**config.mk**
```make
export PLATFORM = sky130hd
export DESIGN_NAME = ex_csa_resolve
export DESIGN_NICKNAME = d
export VERILOG_FILES = /design/src/rtl/ex_csa_resolve.sv
export SDC_FILE = /design/constraint.sdc
export NUM_CORES = 1
export LEC_CHECK = 0
export CAP_MARGIN = 10
export CORE_MARGIN = 2
export CORE_UTILIZATION = 40
export DETAILED_ROUTE_END_ITERATION = 8
export GPL_TIMING_DRIVEN = 0
export PLACE_DENSITY = 0.76
export SLEW_MARGIN = 20
export SYNTH_ARGS = -nofsm -noshare
export SYNTH_HDL_FRONTEND = slang
export SYNTH_SLANG_ARGS = --single-unit
```
**constraint.sdc**
```tcl
create_clock -name clock -period 2.73 [get_ports clock]
set_clock_uncertainty 0.2 [all_clocks]
set_input_delay 0.6825 -clock clock [delete_from_list [all_inputs] [get_ports clock]]
set_output_delay 0.6825 -clock clock [all_outputs]
set_load 0.005 [all_outputs]
```
**src/rtl/ex_csa_resolve.sv**
```systemverilog
// Sequential carry-propagate resolver: turns a carry-save pair (P + 2Q)
// into a plain binary sum, CHUNK bits per cycle.
module ex_csa_resolve #(
  parameter int WIDTH = 64,
  parameter int CHUNK = 16
) (
  input  logic             clock,
  input  logic             reset,
  input  logic             inValid,
  output logic             inReady,
  input  logic [WIDTH-1:0] valP,
  input  logic [WIDTH-1:0] valQ,
  output logic             outValid,
  input  logic             outReady,
  output logic [WIDTH+1:0] valR,
  output logic             busy
);

  localparam int RW  = WIDTH + 2;
  localparam int NCH = (RW + CHUNK - 1) / CHUNK;
  localparam int PW  = NCH * CHUNK;
  localparam int CW  = (NCH > 1) ? $clog2(NCH) : 1;

  typedef enum logic [1:0] {
    IDLE,
    RUN,
    DONE
  } state_t;

  state_t          r_state;
  logic [PW-1:0]   r_a;
  logic [PW-1:0]   r_b;
  logic [RW-1:0]   r_res;
  logic            r_carry;
  logic [CW-1:0]   r_cnt;

  logic            w_acc;
  logic            w_c;
  logic [CHUNK-1:0] w_s;

  assign inReady  = reset &
                    ((r_state == IDLE) |
                     ((r_state == DONE) & outReady));
  assign busy     = (r_state == RUN);
  assign outValid = (r_state == DONE);
  assign valR     = r_res;
  assign w_acc    = inValid & inReady;

  // Operands shift down so the active chunk is always at bit 0.
  assign {w_c, w_s} = {1'b0, r_a[CHUNK-1:0]}
                    + {1'b0, r_b[CHUNK-1:0]}
                    + {{CHUNK{1'b0}}, r_carry};

  always_ff @(posedge clock) begin
    if (!reset) begin
      r_state <= IDLE;
      r_a     <= '0;
      r_b     <= '0;
      r_res   <= '0;
      r_carry <= 1'b0;
      r_cnt   <= '0;
    end else begin
      unique case (r_state)
        IDLE, DONE: begin
          if (w_acc) begin
            r_a     <= PW'(valP);
            r_b     <= PW'({valQ, 1'b0});
            r_res   <= '0;
            r_carry <= 1'b0;
            r_cnt   <= '0;
            r_state <= RUN;
          end else if (r_state == DONE && outReady) begin
            r_state <= IDLE;
          end
        end
        RUN: begin
          r_a     <= r_a >> CHUNK;
          r_b     <= r_b >> CHUNK;
          r_carry <= w_c;
          r_res   <= r_res |
                     RW'(PW'(w_s) << (32'(r_cnt) * CHUNK));
          r_cnt   <= r_cnt + CW'(1);
          if (r_cnt == CW'(NCH - 1)) r_state <= DONE;
        end
        default: r_state <= IDLE;
      endcase
    end
  end

endmodule
```
==> flow_summary.toml <==
[synth]
synth_edf_count = 0
syn_inst = 948
synthFlopType = "dfxtp_1"
synth_area_um2 = 8213
synth_seq_area_share = 0.4899
yosys_warnings = 0
async_reset_ff_frac = 0
synth.distinct_cells = 56
avgSynthCellArea_um2 = 8.663
syn_nets = 1099
synth_seq_cells = 201

[finish]
syn_to_final_growth_pct = 38.86
final_util = 0.5654
fin_nets = 1326
fin_area_um2 = 11400
drive_gt1_frac = 0.06908
fill_cells = 1833

[power_and_ir_drop]
powerDensity_nw_per_um2 = 641.8
power_leakage_nw = 4.219
power_w = 0.007320
ir_worst_vdd_mv = 0.4696

[detailed_routing]
antenna_left = 0
drc = 0
wl_per_cell_um = 17.97
vias = 7965
drtIter0Drc = 690
dr.pass1.iters = 5
wirelength_um = 26250
drt-vias-per-instance = 5.452

[placement]
gp_congestion = 0.8716
place.detailed.hpwl_um = 19580
port_buffers = 199
place_area_um2 = 10540
pre_cts_slack_ns = -0.7566

[die]
die_area_um2 = 21690
rows = 52
initial_utilization = 0.4072
ios = 201
die_h_um = 147.3
coreArea_um2 = 20170
die_w_um = 147.3

[setup_path]
cp-end-kind = "flip-flop"
cp_max_fo = 4
crit_start = "r_carry"
required_ns = 2.90
arrival_ns = 2.91
start_kind = "flip-flop"
rrSetupSlack_ns = -0.01
critPathKind = "reg -> reg"
r2r_cells = 10
timing.rr.start = "r_carry"

[flow_run]
maxCapViolCount = 0

[clock_tree]
cts-root-buf = "clkbuf_16"
clk_latency_ns = 0.50
tritoncts = "yes"
clkTransAtPathRegs_ns = 0.06
htreeDepth = 1
cts_buffer_depth = 3
cts_buffers = 21
cts.sinks = 201

[sta]
fmax_mhz = 364.9
period_share = 1.004
layout_setup_ws_ns = -0.01038
hold_viol = 0
tightest_slew_ns = 1.009
drv_slew = 0
finalSetupViolations = 1
relSlewSlack = 0.3219
fin_tns_setup_ns = -0.01038
rsz0062_at_grt = "yes"
post-route-min-period_ns = 2.740

[global_routing]
grt_pass1_wl_um = 40610
grt-ovfl-total = 0
grt_usage = 0.2342
first_global_vias = 7657
grt_max_degree = 20
antenna_found_initial = 4

[min_path]
hold_depth = 2
hold_path.class = "reg -> reg"
holdCritStartpoint = "valR[44]"

[outcome]
violations = "setup timing"
status = "finished, violations left"
==> cells in the final DEF, fill, tap and decap left out, types with 7 or more instances in the layout <==
cell type and count:
nor2_1 236, dfxtp_1 198, clkdlybuf4s50_1 197, o221ai_1 96, nand2_1 67, clkbuf_1 56
nand3_1 40, a21boi_0 34, a21oi_1 32, clkbuf_16 21, ha_1 17, a22o_1 15
o21ai_0 13, clkbuf_2 10, a31oi_1 10, nor3_1 10, o21a_1 9, xnor2_1 8
inv_1 7, buf_4 7
==> per-layer routing <==
layer / track usage / vias to the layer above / part of all wire
met2: 0.3923 / 336 / 0.48
met5: 0 / - / 0
met4: 0.09567 / 0 / 0.034
met3: 0.03540 / 57 / 0.068
li1: - / 3856 / -
met1: 0.3035 / 3716 / 0.42
==> synth_stat cells (3+ instances only) <==
master | n | area share
a211oi_1 | 5 | 0.0046
a21boi_0 | 34 | 0.031
a21o_1 | 3 | 0.0027
a21oi_1 | 33 | 0.020
a22o_1 | 15 | 0.016
a31oi_1 | 10 | 0.0076
and2_1 | 3 | 0.0023
and3_1 | 4 | 0.0030
buf_1 | 12 | 0.0055
buf_2 | 3 | 0.0018
clkbuf_1 | 59 | 0.027
dfxtp_1 | 201 | 0.49
ha_1 | 17 | 0.026
inv_1 | 9 | 0.0041
nand2_1 | 67 | 0.031
nand3_1 | 41 | 0.025
nor2_1 | 237 | 0.11
nor2b_1 | 4 | 0.0030
nor3_1 | 10 | 0.0061
nor4_1 | 6 | 0.0046
o21a_1 | 9 | 0.0082
o21ai_0 | 17 | 0.010
o221ai_1 | 96 | 0.10
xnor2_1 | 9 | 0.0096
==> worst max-delay path, cell delays in order (launching register included) <==
cell      delay [ns]
dfxtp_2         0.33
fa_2            0.40
inv_2           0.06
fa_2            0.22
nor2b_4         0.05
o31a_1          0.31
a211o_4         0.38
a311oi_4        0.31
buf_4           0.18
or4_4           0.11
nand3_2         0.06
==> stage by stage <==
step | hold slack [ns] | std cells
2_1_floorplan | 0.2402 | 948
4_1_cts | 0.2581 | 1454
3_5_place_dp | 0.2458 | 1417
6_report | 0.2467 | 1461
5_1_grt | 0.2683 | 1460
3_3_place_gp | 0.2382 | 1417
==> registers in the layout (all words and copies together) (netlist names) <==
signal	count
r_a	64
r_b	65
r_carry	1
r_cnt	3
r_state	2
valR	66
==> kinds of logic after synthesis <==
kind of cell,count (synthesis),synth area share
AOI/OAI and AO/OA,244,0.2281
xor gates and xnor gates,11,0.01173
adders and majority gates,19,0.03077
buffers and inverters,83,0.03839
DFF,201,0.4899
muxes,2,0.002438
and+or+nand+nor,388,0.1987
==> layout make-up <==
type,count,area (um^2),area share
clock inverters,5,82.58,0.007241
plain buffers,72,296.5,0.02600
repair buffers,206,2038,0.1787
well taps,270,337.8,0.02962
clock buffers,30,609.3,0.05343
diodes,4,10.01,0.0008777
multi-input cells,664,3965,0.3477
inverters,9,37.54,0.003291
flip-flops and latches,201,4028,0.3532
==> where the power goes <==
part,total (W),internal [W],switching (W),leakage [nW]
sequential,0.00324,0.00312,0.000126,1.64
combinational,0.00120,0.000522,0.000679,2.23
clock,0.00288,0.00174,0.00114,0.340
==> final timing paths <==
path,to
max reg2reg,valR[46]
min,valR[44]
max,valR[46]
min reg2reg,valR[44]
==> timing repair <==
action,CTS,global route
pin swaps,9,8
hold buffers,0,0
gates resized for setup,23,22
setup endpoints to repair,67,90
buffers inserted,4,3
No activity file was read; power rests on OpenSTA's default activity.
